File: src/rtl/extend_pkg.sv
// Shared types and field positions for the immediate extender.
package extend_pkg;

    typedef enum logic [1:0] {
        IMM_ROT8 = 2'b00,
        IMM_12   = 2'b01,
        IMM_BR24 = 2'b10,
        IMM_RSVD = 2'b11
    } imm_src_e;

    typedef enum logic [1:0] {
        IDLE   = 2'd0,
        ROTATE = 2'd1,
        HOLD   = 2'd2
    } state_e;

    localparam int unsigned ROT_MSB  = 11;
    localparam int unsigned ROT_LSB  = 8;
    localparam int unsigned IMM8_MSB = 7;

endpackage

File: src/rtl/ror_step.sv
// Fixed-distance rotate-right used by the iterative accumulator.
module ror_step #(
    parameter int unsigned WIDTH    = 32,
    parameter int unsigned ROT_STEP = 2
) (
    input  logic [WIDTH-1:0] d_i,
    output logic [WIDTH-1:0] q_o
);

    assign q_o = {d_i[ROT_STEP-1:0], d_i[WIDTH-1:ROT_STEP]};

endmodule

File: src/rtl/imm_extend_unit.sv
// Sequential ARM immediate extender with valid/ready on both sides.
// IMM_EXTEND_BARREL_EN: rotate at capture instead of iterating in ROTATE.
module imm_extend_unit
    import extend_pkg::*;
#(
    parameter int unsigned WIDTH    = 32,
    parameter int unsigned ROT_STEP = 2
) (
    input  logic             clk,
    input  logic             reset,
    input  logic             in_valid,
    output logic             in_ready,
    input  logic [23:0]      instr_imm,
    input  logic [1:0]       imm_src,
    output logic             out_valid,
    input  logic             out_ready,
    output logic [WIDTH-1:0] ext_imm,
    output logic             carry_upd,
    output logic             carry_out
);

    state_e           state_q, state_d;
    logic [WIDTH-1:0] acc_q, acc_d;
    logic [4:0]       cnt_q, cnt_d;
    logic             cupd_q, cupd_d;

    logic [WIDTH-1:0] acc_ror;
    logic [WIDTH-1:0] imm8_ext;
    logic [WIDTH-1:0] imm12_ext;
    logic [WIDTH-1:0] br_ext;
    logic [25:0]      br_raw;
    logic [4:0]       rot_x2;
    logic [4:0]       cnt_load;
    logic             rot_nz;

    ror_step #(
        .WIDTH    (WIDTH),
        .ROT_STEP (ROT_STEP)
    ) u_ror_step (
        .d_i (acc_q),
        .q_o (acc_ror)
    );

    assign imm8_ext  = WIDTH'(instr_imm[IMM8_MSB:0]);
    assign imm12_ext = WIDTH'(instr_imm[ROT_MSB:0]);
    assign br_raw    = {instr_imm, 2'b00};
    assign br_ext    = WIDTH'($signed(br_raw));
    assign rot_x2    = {instr_imm[ROT_MSB:ROT_LSB], 1'b0};
    assign cnt_load  = rot_x2 / 5'(ROT_STEP);
    assign rot_nz    = (instr_imm[ROT_MSB:ROT_LSB] != 4'd0);

`ifdef IMM_EXTEND_BARREL_EN
    logic [WIDTH-1:0] rot_full;
    // Shift by WIDTH yields zero, so rot_x2 == 0 needs no special case.
    assign rot_full = (imm8_ext >> rot_x2) | (imm8_ext << (32'(WIDTH) - 32'(rot_x2)));
`endif

    always_comb begin
        state_d = state_q;
        acc_d   = acc_q;
        cnt_d   = cnt_q;
        cupd_d  = cupd_q;
        unique case (state_q)
            IDLE: begin
                if (in_valid) begin
                    cnt_d   = cnt_load;
                    cupd_d  = 1'b0;
                    state_d = HOLD;
                    unique case (imm_src_e'(imm_src))
                        IMM_ROT8: begin
                            cupd_d = rot_nz;
`ifdef IMM_EXTEND_BARREL_EN
                            acc_d  = rot_full;
`else
                            acc_d  = imm8_ext;
                            if (rot_nz) state_d = ROTATE;
`endif
                        end
                        IMM_12:   acc_d = imm12_ext;
                        IMM_BR24: acc_d = br_ext;
                        IMM_RSVD: acc_d = '0;
                    endcase
                end
            end
            ROTATE: begin
                acc_d = acc_ror;
                cnt_d = cnt_q - 5'd1;
                if (cnt_q == 5'd1) state_d = HOLD;
            end
            HOLD: begin
                if (out_ready) state_d = IDLE;
            end
            default: state_d = IDLE;
        endcase
    end

    always_ff @(posedge clk) begin
        if (reset) begin
            state_q <= IDLE;
            acc_q   <= '0;
            cnt_q   <= '0;
            cupd_q  <= 1'b0;
        end else begin
            state_q <= state_d;
            acc_q   <= acc_d;
            cnt_q   <= cnt_d;
            cupd_q  <= cupd_d;
        end
    end

    assign in_ready  = (state_q == IDLE);
    assign out_valid = (state_q == HOLD);
    assign ext_imm   = acc_q;
    assign carry_upd = cupd_q;
    assign carry_out = cupd_q & acc_q[WIDTH-1];

endmodule

File: config.mk
export PLATFORM = sky130hd
export DESIGN_NAME = imm_extend_unit
export DESIGN_NICKNAME = d
export VERILOG_FILES = /design/src/rtl/extend_pkg.sv /design/src/rtl/ror_step.sv /design/src/rtl/imm_extend_unit.sv
export SDC_FILE = /design/constraint.sdc
export NUM_CORES = 1
export LEC_CHECK = 0
export ABC_AREA = 1
export BUFFER_PORTS_ARGS = -buffer_cell sky130_fd_sc_hd__buf_2
export CAP_MARGIN = 25
export CORE_MARGIN = 2
export CORE_UTILIZATION = 45
export DETAILED_ROUTE_END_ITERATION = 10
export GPL_ROUTABILITY_DRIVEN = 0
export GPL_TIMING_DRIVEN = 1
export HOLD_SLACK_MARGIN = 0.02
export PLACE_DENSITY = 0.72
export SLEW_MARGIN = 15
export SYNTH_ARGS = -nofsm -noshare
export SYNTH_HDL_FRONTEND = slang
export SYNTH_SLANG_ARGS = --single-unit
File: constraint.sdc
create_clock -name clk -period 2.1 [get_ports clk]
set_input_delay 0.21 -clock clk [delete_from_list [all_inputs] [get_ports clk]]
set_output_delay 0.21 -clock clk [all_outputs]
set_load 0.01 [all_outputs]
---- After elaboration in Yosys (flattened, before gate mapping) ----
Cells that the tools add are included.
storage, ports and cells
  word-level logic and storage cells ...... 34
  flip-flop bits (word level) ............. 40
  input bits .............................. 30
  ROM bits ................................ 0
  bits in writable memories ............... 0
  memories kept ........................... 0
  output and inout port bits .............. 36
  latch bits .............................. 0
operators by class
  reductions and logical operators ........ 7
  shift-type cells ........................ 0
  bitwise logic cells ..................... 1
  multipliers ............................. 0
  eq/ne operators ......................... 9
  mux-type cells .......................... 12
  divide/modulo/power cells ............... 0
  magnitude comparators ................... 0
  add/sub/neg operators ................... 1
operator list
  cell                   number
  $pmux W32 S4           1
  $pmux W32 S2           1
  $mux W32               1
  $mux W2                5
  $pmux W5 S2            1
  $eq A2 B2 Y1 const B   3
  $pmux W2 S3            1
  $eq A5 B1 Y1 const B   1
  $mux W5                1
  $sub A5 B1 Y5 const B  1
  $eq A2 B1 Y1 const B   2
  $logic_not A2 Y1       2
  $ne A2 B2 Y1 const B   2
  $reduce_and A2 Y1      2
  $reduce_bool A4 Y1     1
  $reduce_and A3 Y1      1
  $ne A2 B1 Y1 const B   1
  $reduce_bool A2 Y1     1
  $and A1 B1 Y1          1
  $mux W1                1

---- Logic depth before layout (Yosys ltp) ----
Gate-level depths: netlist of run 1.
  depth in word-level cells ............... 5
  gate-level depth with buffers ........... 8
  depth with buffers taken out ............ 8

---- Modules after synthesis ----
From an unflattened synthesis of run 1, not the netlist that was laid out.
unflattened totals
  cell total of the unflattened synthesis .. 356
  area total of the unflattened synthesis .. 2423.6 um^2
modules (own cells, without submodules)
  module           seq. area each (um^2)  area an instance (um^2)  cells each  times used
  imm_extend_unit  800.8                  2183.3                   324         1
  ror_step         0.0                    240.2                    32          1

---- Worst setup path after synthesis of run 1 ----
No wires, ideal clock.
  path kind ............................... reg2reg
  from .................................... reg state_q[0]
  to ...................................... reg acc_q[25] (netlist: ext_imm[25])
  period minus slack after synthesis ...... 1.186 ns
  setup slack ............................. 0.914 ns
  buffers on the path ..................... 0
  stages on the path, launching flop included .. 7
  required time ........................... 1.984 ns
  library setup time ...................... 0.116 ns
  arrival ................................. 1.071 ns
  cell sequence ........................... dfxtp_1 -> nor2_1 -> nand2_1 -> inv_1 -> nand2_1 -> nand2_2 -> nor2_1
on the way
  cells in the longest elaborated chain, start to end .. 3
  elaborated cells on any way between the ends .. 6
  those cells by class .................... eq/ne (2); mux (1); reduce/logical (3)
ends and longest elaborated chain
  element                                                              line                    source
  start: declaration                                                   imm_extend_unit.sv:22   state_e state_q, state_d;
  start signal: assignment                                             imm_extend_unit.sv:104  state_q <= state_d;
  $logic_not A2 Y1 *                                                   --
  via in_ready                                                         imm_extend_unit.sv:12   output logic in_ready,
  $ne A2 B2 Y1 (no source line) or $reduce_bool A2 Y1 (tied branches)  --
  $reduce_and A2 Y1 (no source line)                                   --
  end signal: assignment                                               imm_extend_unit.sv:100  acc_q <= '0;
  end signal: assignment                                               imm_extend_unit.sv:105  acc_q <= acc_d;
  end: declaration                                                     imm_extend_unit.sv:23   logic [WIDTH-1:0] acc_q, acc_d;
The timed path passes the listed nets; every way through them passes the cells marked *.
A chain may end at the register's enable or synchronous reset.

---- Worst setup path after layout of run 1 ----
  from .................................... reg state_q[0]
  to ...................................... reg cnt_q[3]
on the way
  cells in the longest elaborated chain, start to end .. 3
  elaborated cells on any way between the ends .. 6
  those cells by class .................... eq/ne (2); mux (1); reduce/logical (3)
ends and longest elaborated chain
  element                                                              line                    source
  $eq A2 B1 Y1 or $logic_not A2 Y1 (tied branches)                     imm_extend_unit.sv:63   unique case (state_q)
  $reduce_bool A2 Y1 (no source line) or $ne A2 B2 Y1 (tied branches)  --
  $reduce_and A2 Y1 (no source line)                                   --
  end signal: assignment                                               imm_extend_unit.sv:106  cnt_q <= cnt_d;
  end: declaration                                                     imm_extend_unit.sv:24   logic [4:0] cnt_q, cnt_d;
Parallel ways exist; a longest one is shown, timed or not.

==> results.cfg, run 1 <==
[outcome]
status = finished clean

[clocking]
cts.sinks = 40
cts_resized = 0
cts_htree_levels = 2
clk_pin_slew_ps = 80
cts-root-buf = clkbuf_8
cts_buffers = 5
cts_tree = built
cts_setup_buffers = 0
hold_buffers = 0
cts_buffer_depth = 2
clock_latency_ps = 290

[synthesis]
ys_ff_latch = 40
synth_cell_types = 19
muxShareOfSynthArea_pct = 0
synth_top_family_by_area = simple AND/OR/NAND/NOR gates
synth_seq_area_share_pct = 38.42
netlist_top_cells_area = dfxtp_1 38%, nand2_1 18%, nor2_1 14%
syn-cell-area_um2 = 2084
synth_largest_area_cell = dfxtp_1
synth-compound-area-share_pct = 10.98
yosys.area_share.simple_pct = 40.64
ys.warnings.count = 0
netlist_instances = 334
syn-num-nets = 366
synth_fa_ha_area_share_pct = 1.200
synth_top_area_share_pct = 38.42
avgSynthCellArea_um2 = 6.241
synth_xor_area_share_pct = 0

[global_route]
first_global_vias = 2019
antenna_found_initial = 0
grt_max_degree = 26
grt_overflow_total = 0
grt_pass1_wl_um = 9177
grt_use_total_pct = 22.04

[placed_design]
place_ws_ps = 485.4
io_buffer_count = 65
dpl-instance-area_um2 = 2416
dpl.hpwl_um = 3990

[worst_setup_path]
worstPathMaxFanout = 16
crit_family = flip-flops
cp_cell_sequence = nand2_2, inv_1, nor2_1, nor2_1, a21oi_1
worst-path-buf-inv = 1
startpoint_type = flip-flop
endpoint_kind = flip-flop
required_ps = 2290
cpMaxStageDelayCell = dfxtp_1
arrival_ps = 1830
path_common_cell = nor2_1
slowest_delay_ps = 600
critPathKind = flip-flop to flip-flop

[power_and_ir_drop]
power.density_nw_per_um2 = 773.0
p_total_mw = 1.961
leakage_nw = 1.383
ir_worst_vdd_v = 0.0005580

[drt]
ant_nets = 0
first_pass_iters = 4
drt_iter0_drc = 152
route.detailed.drc = 0
wirelength_um = 5494
vias = 2249
vias_per_cell = 5.031
wl_per_cell_um = 12.29

[sta]
max_slew.worst_pin.slew_ps = 495.8
hold_violations = 0
setup_viol_count_final = 0
fin_crit_ps = 1646
hold_ws_ps = 209.5
rsz0062_at_grt = false
fmax_mhz = 607.6
skew_ps = 6.731
finalWorstSetupSlack_ps = 454.1
tns_ps = 0
finalCritPeriodShare_pct = 78.38
slew_violations = 0
maxSlewHeadroom_pct = 66.91

[die]
dieHeight_um = 72.06
io_pins = 66
die_w_um = 72.06
start_util_pct = 47.22
fp-row-count = 24
dieArea_um2 = 5193
core_um2 = 4414

[final_layout]
multiInputGateArea_um2 = 1105
seq_area_um2 = 800.8
final_area_um2 = 2537
nNetsFinal = 426
area_growth_pct = 21.73
n_fill_cell = 449
n_antenna_cell = 0
drive_gt1_share_pct = 21.27

[hold_path]
hp-class = input port to flip-flop

[run]
drv_cap = 0
synthesized netlist by cell type (all sizes together):
master	instances
nand2	101
nor2	77
dfxtp	40
nand3	30
a21oi	27
inv	22
buf	14
o21ai	10
o22ai	7
clkbuf	3
ha	2
nor3	1
cell type report:
type / instances / area share, %
multi-input combinational: 255 / 43.54
sequential: 40 / 31.56
timing repair buffer: 70 / 14.30
clock buffer: 6 / 3.254
inverter: 22 / 3.254
tap: 52 / 2.564
clock inverter: 2 / 1.529
layout by cell type (no fill, tap or decap):
cell / n
a21oi_1: 27
o21ai_0: 9
buf_2: 65
buf_4: 5
clkbuf_8: 6
nand2_2: 2
ha_1: 2
inv_1: 21
o21ai_2: 1
nand3_1: 30
o22ai_1: 7
nor3_1: 1
clkinv_4: 1
inv_2: 1
nand2_1: 99
bufinv_16: 1
nor2_2: 1
nor2_1: 75
dfxtp_1: 40
nor2_8: 1
state kept, by name, summed over array words and instances, names as in the netlist:
name / count
carry_upd: 1
cnt_q: 5
ext_imm: 32
state_q: 2
cell families after synthesis:
group / count (synthesis)
AOI/OAI and AO/OA: 44
adders and majority gates: 2
buffers and inverters: 39
and+or+nand+nor: 209
DFF: 40
worst register-to-register path, stage by stage (launching register included):
cell and delay [ps]:
dfxtp_1 600, nand2_2 280, inv_1 390, nor2_1 100
nor2_1 110, a21oi_1 70
metrics by stage:
stage          cells  util [%]
2_1_floorplan    334         -
3_3_place_gp     439     54.73
3_5_place_dp     439     54.73
4_1_cts          447     57.48
5_1_grt          447     57.48
6_report         447     57.48
path summary, 6_finish.rpt:
path                                                from                  endpoint  slack, ps  cells past startpoint
worst max-delay path             state_q[0]$_SDFFE_PP0P_     cnt_q[3]$_SDFFE_PP0P_        450                      5
worst min-delay path                        instr_imm[8]     cnt_q[0]$_SDFFE_PP0P_        210                      3
worst min register to register  ext_imm[21]$_SDFFE_PP0P_  ext_imm[21]$_SDFFE_PP0P_        480                      2
worst max register to register   state_q[0]$_SDFFE_PP0P_     cnt_q[3]$_SDFFE_PP0P_        450                      5
power by group:
| group | switching (mW) | total, mW | internal [mW] |
|---|---|---|---|
| clock | 0.283 | 0.672 | 0.389 |
| sequential | 0.0543 | 0.874 | 0.820 |
| combinational | 0.258 | 0.415 | 0.158 |
per-layer routing:
layer | GRT usage (%) | wire, um | vias up
li1 | - | - | 1171
met5 | 0 | 0 | -
met2 | 35.37 | 2468 | 79
met4 | 6.918 | 51 | 0
met3 | 3.611 | 342 | 7
met1 | 30.36 | 2632 | 992
No activity file was read; power rests on OpenSTA's default activity.
==> run 2: changes to the inputs <==
- clock period: 2.1 -> 1.55 ns (I/O delays scaled with it)
==> results.cfg, run 2 (synthesized netlist as in run 1, its figures left out) <==
[run]
drv_cap = 0

[final_layout]
layout_common_cells = 99 x nand2_1, 75 x nor2_1, 65 x buf_2, 40 x dfxtp_1, 30 x nand3_1
n_antenna_cell = 0
area_growth_pct = 22.03
n_fill_cell = 466
final_area_um2 = 2544
drive_gt1_share_pct = 22.06
largest_reg_flops = 32
nNetsFinal = 430
mostFrequentLayoutCell = nand2_1

[global_route]
antenna_found_initial = 0
grt_pass1_wl_um = 9066
grt_use_total_pct = 21.94
first_global_vias = 1997
grt_overflow_total = 0
grt_max_degree = 23

[sta]
setup_viol_count_final = 0
hold_violations = 0
tns_ps = 0
finalWorstSetupSlack_ps = 230.3
fmax_mhz = 757.8
slew_violations = 0
skew_ps = 4.224
finalCritPeriodShare_pct = 85.14
maxSlewHeadroom_pct = 72.59
max_slew.worst_pin.slew_ps = 410.7
rsz0062_at_grt = false
fin_crit_ps = 1320

[power_and_ir_drop]
power.density_nw_per_um2 = 986.9
clkPwrFrac_pct = 29.8
intPower_mw = 1.695
seqPwrFrac_pct = 47.0
p_sw_share_pct = 32.47
ir_worst_vdd_v = 0.0003780
power_switching_mw = 0.8150
pwr-share-comb_pct = 23.2
leakage_nw = 1.384

[worst_setup_path]
cp.depth = 7
slowest_delay_ps = 380
endpoint_kind = flip-flop
cpMaxStageDelayCell = dfxtp_1
required_ps = 1790
crit_family = simple AND/OR/NAND/NOR gates
path_common_cell = nand2_2
arrival_ps = 1560
cp_cell_sequence = inv_1, nand2_2, buf_4, nand3_1, nand2_1, nand2_2, nor2_1
critPathKind = flip-flop to flip-flop
startpoint_type = flip-flop
worstPathMaxFanout = 21
worst-path-buf-inv = 2
reg2regPathDepth = 7

[clocking]
cts_setup_buffers = 0
clk_pin_slew_ps = 80
cts-root-buf = clkbuf_8
cts_buffers = 5
clock_latency_ps = 300
cts_buffer_depth = 2
cts.sinks = 40
hold_buffers = 0
cts_resized = 0
cts_tree = built
cts_htree_levels = 2

[drt]
first_pass_iters = 4
route.detailed.drc = 0
wirelength_um = 5572
wl_per_cell_um = 12.35
drt_iter0_drc = 120
ant_nets = 0
vias_per_cell = 5.153
vias = 2324

[hold_path]
whs_path_depth = 3
hp-class = input port to flip-flop

[placed_design]
place_ws_ps = 256.2
dpl-instance-area_um2 = 2446
dpl.hpwl_um = 3988
io_buffer_count = 65

[die]
start_util_pct = 47.22
io_pins = 66
dieHeight_um = 72.06
core_um2 = 4414
die_w_um = 72.06
dieArea_um2 = 5193
fp-row-count = 24

[outcome]
status = finished clean
[run 2: layer usage]
layer | wire length (um) | GRT usage [%] | vias up
met2 | 2453 | 33.94 | 75
met4 | 72 | 6.918 | 0
met3 | 350 | 4.861 | 7
met5 | 0 | 0 | -
met1 | 2695 | 30.54 | 1059
li1 | - | - | 1183
[run 2: stage by stage]
| stage | instances | power, mW | util (%) | hold WS [ps] |
|---|---|---|---|---|
| global route | 451 | 2.654 | 57.62 | 163.5 |
| floorplan | 334 | 1.573 | - | 301.5 |
| CTS | 451 | 2.528 | 57.62 | 140.6 |
| finish | 451 | 2.510 | 57.62 | 153.8 |
| detailed placement | 443 | 1.783 | 55.41 | 458.8 |
| global placement | 443 | 1.769 | 55.41 | 449.1 |
[run 2: area by class of cell]
type                    count  area, um2  area share [%]
inverters                  22      82.58           3.246
repair buffers             74      392.9           15.45
clock buffers               6      82.58           3.246
flip-flops and latches     40      800.8           31.48
well taps                  52      65.06           2.558
clock inverters             2      15.01          0.5903
multi-input cells         255       1105           43.43
[run 2: final timing paths]
check | slack (ps) | end | start
worst min-delay path | 150 | cnt_q[0]$_SDFFE_PP0P_ | instr_imm[8]
worst max register to register | 230 | ext_imm[30]$_SDFFE_PP0P_ | state_q[1]$_SDFFE_PP0P_
worst min register to register | 480 | ext_imm[19]$_SDFFE_PP0P_ | ext_imm[19]$_SDFFE_PP0P_
worst max-delay path | 230 | ext_imm[30]$_SDFFE_PP0P_ | state_q[1]$_SDFFE_PP0P_
[run 2: power by group through the flow]
stage | Sequential (mW) | Clock [mW] | Combinational [mW]
3_3_place_gp | 1.20 | 0 | 0.567
6_report | 1.18 | 0.748 | 0.583
3_5_place_dp | 1.20 | 0 | 0.580
2_1_floorplan | 1.22 | 0 | 0.352
5_1_grt | 1.19 | 0.805 | 0.658
4_1_cts | 1.18 | 0.766 | 0.583
[run 2: worst min-delay path, delay by kind of cell]
family	cells	cell delay, ps
buffers and inverters	1	120
AND/OR/NAND/NOR	1	60
AO/OA/AOI/OAI	1	70
==> run 3: changes to the inputs <==
- HOLD_SLACK_MARGIN: 0.02 -> 0.03
- clock period: 1.55 -> 1.5 ns (I/O delays scaled with it)
==> results.cfg, run 3 (synthesized netlist as in run 1, its figures left out) <==
[outcome]
status = finished clean

[worst_setup_path]
cp_cell_sequence = inv_1, nand2_2, buf_4, nand3_1, nand2_1, nand2_2, nor2_1
cpMaxStageDelayCell = dfxtp_1
endpoint_kind = flip-flop
worstPathMaxFanout = 21
critPathKind = flip-flop to flip-flop
arrival_ps = 1550
slowest_delay_ps = 390
startpoint_type = flip-flop
required_ps = 1730
path_common_cell = nand2_2

[sta]
maxSlewHeadroom_pct = 75.32
tns_ps = 0
finalWorstSetupSlack_ps = 183.7
skew_ps = 2.108
max_slew.worst_pin.slew_ps = 369.8
setup_viol_count_final = 0
finalCritPeriodShare_pct = 87.76
fmax_mhz = 759.7
rsz0062_at_grt = false
slew_violations = 0
hold_violations = 0
fin_crit_ps = 1316

[final_layout]
largest_reg_flops = 32
n_fill_cell = 452
drive_gt1_share_pct = 22.06
fin_util_pct = 58.45
area_growth_pct = 23.77
instances_no_fill = 451
layout_common_cells = 99 x nand2_1, 75 x nor2_1, 65 x buf_2, 40 x dfxtp_1, 30 x nand3_1
n_antenna_cell = 0
nNetsFinal = 430
mostFrequentLayoutCell = nand2_1

[drt]
drt_iter0_drc = 115
route.detailed.drc = 0
vias_per_cell = 5.009
first_pass_iters = 4
wl_per_cell_um = 11.95
ant_nets = 0
wirelength_um = 5389
vias = 2259

[die]
core_um2 = 4414
die_w_um = 72.06
dieArea_um2 = 5193
io_pins = 66
fp-row-count = 24
start_util_pct = 47.22
dieHeight_um = 72.06

[run]
drv_cap = 0

[clocking]
cts_tree = built
clk_pin_slew_ps = 80
cts-root-buf = clkbuf_8
cts_htree_levels = 2
cts.sinks = 40
cts_buffers = 5
clock_latency_ps = 290
hold_buffers = 0
cts_resized = 0
cts_setup_buffers = 0
cts_buffer_depth = 2

[global_route]
grt_use_total_pct = 21.97
grt_overflow_total = 0
antenna_found_initial = 0
first_global_vias = 2014
grt_pass1_wl_um = 9135
grt_max_degree = 27

[placed_design]
dpl.hpwl_um = 3912
placed_cells = 443
io_buffer_count = 65
place_ws_ps = 225.1

[hold_path]
hp-class = input port to flip-flop

[power_and_ir_drop]
ir_worst_vdd_v = 0.0004813
power.density_nw_per_um2 = 1066
leakage_nw = 1.407
==> run 3: worst max-delay path: cells and delay by family, from the launching register on <==
kind | cells | cell delay, ps
buffers and inverters | 2 | 360
DFF | 1 | 390
and+or+nand+nor | 5 | 510
==> run 3: metrics by stage <==
| step | hold slack, ps | instance area [um2] | total power, mW |
|---|---|---|---|
| 6_report | 119.0 | 2580 | 2.751 |
| 3_3_place_gp | 428.7 | 2459 | 1.838 |
| 4_1_cts | 110.3 | 2580 | 2.776 |
| 3_5_place_dp | 427.6 | 2459 | 1.845 |
| 5_1_grt | 124.8 | 2580 | 2.917 |
| 2_1_floorplan | 296.5 | 2085 | 1.625 |
==> run 3: final cells by class <==
type	instances	area [um2]	area share (%)
clock buffer	6	82.58	3.201
clock inverter	2	38.79	1.503
inverter	22	82.58	3.201
multi-input combinational	255	1105	42.82
sequential	40	800.8	31.04
tap	52	65.06	2.522
timing repair buffer	74	405.4	15.71
==> run 3: power by group <==
group          total [mW]  switching [mW]  internal [mW]
Sequential           1.22          0.0713           1.15
Clock               0.925           0.381          0.544
Combinational       0.606           0.367          0.239
Total                2.75           0.820           1.93
==> run 3: metal layers <==
metal	track usage, %	part of all wire (%)	vias to the layer above
met5	0	0	-
met4	6.080	0.65	0
met3	3.889	4.5	4
met2	34.45	45	53
met1	31.15	50	1017
li1	-	-	1185
==> run 3: worst paths after layout <==
kind / slack, ps / start / to / cells after the start
setup / recovery: 180 / state_q[1]$_SDFFE_PP0P_ / ext_imm[29]$_SDFFE_PP0P_ / 7
hold / removal: 120 / reset / ext_imm[18]$_SDFFE_PP0P_ / 2
hold reg to reg: 480 / ext_imm[23]$_SDFFE_PP0P_ / ext_imm[23]$_SDFFE_PP0P_ / 2
setup reg to reg: 180 / state_q[1]$_SDFFE_PP0P_ / ext_imm[29]$_SDFFE_PP0P_ / 7
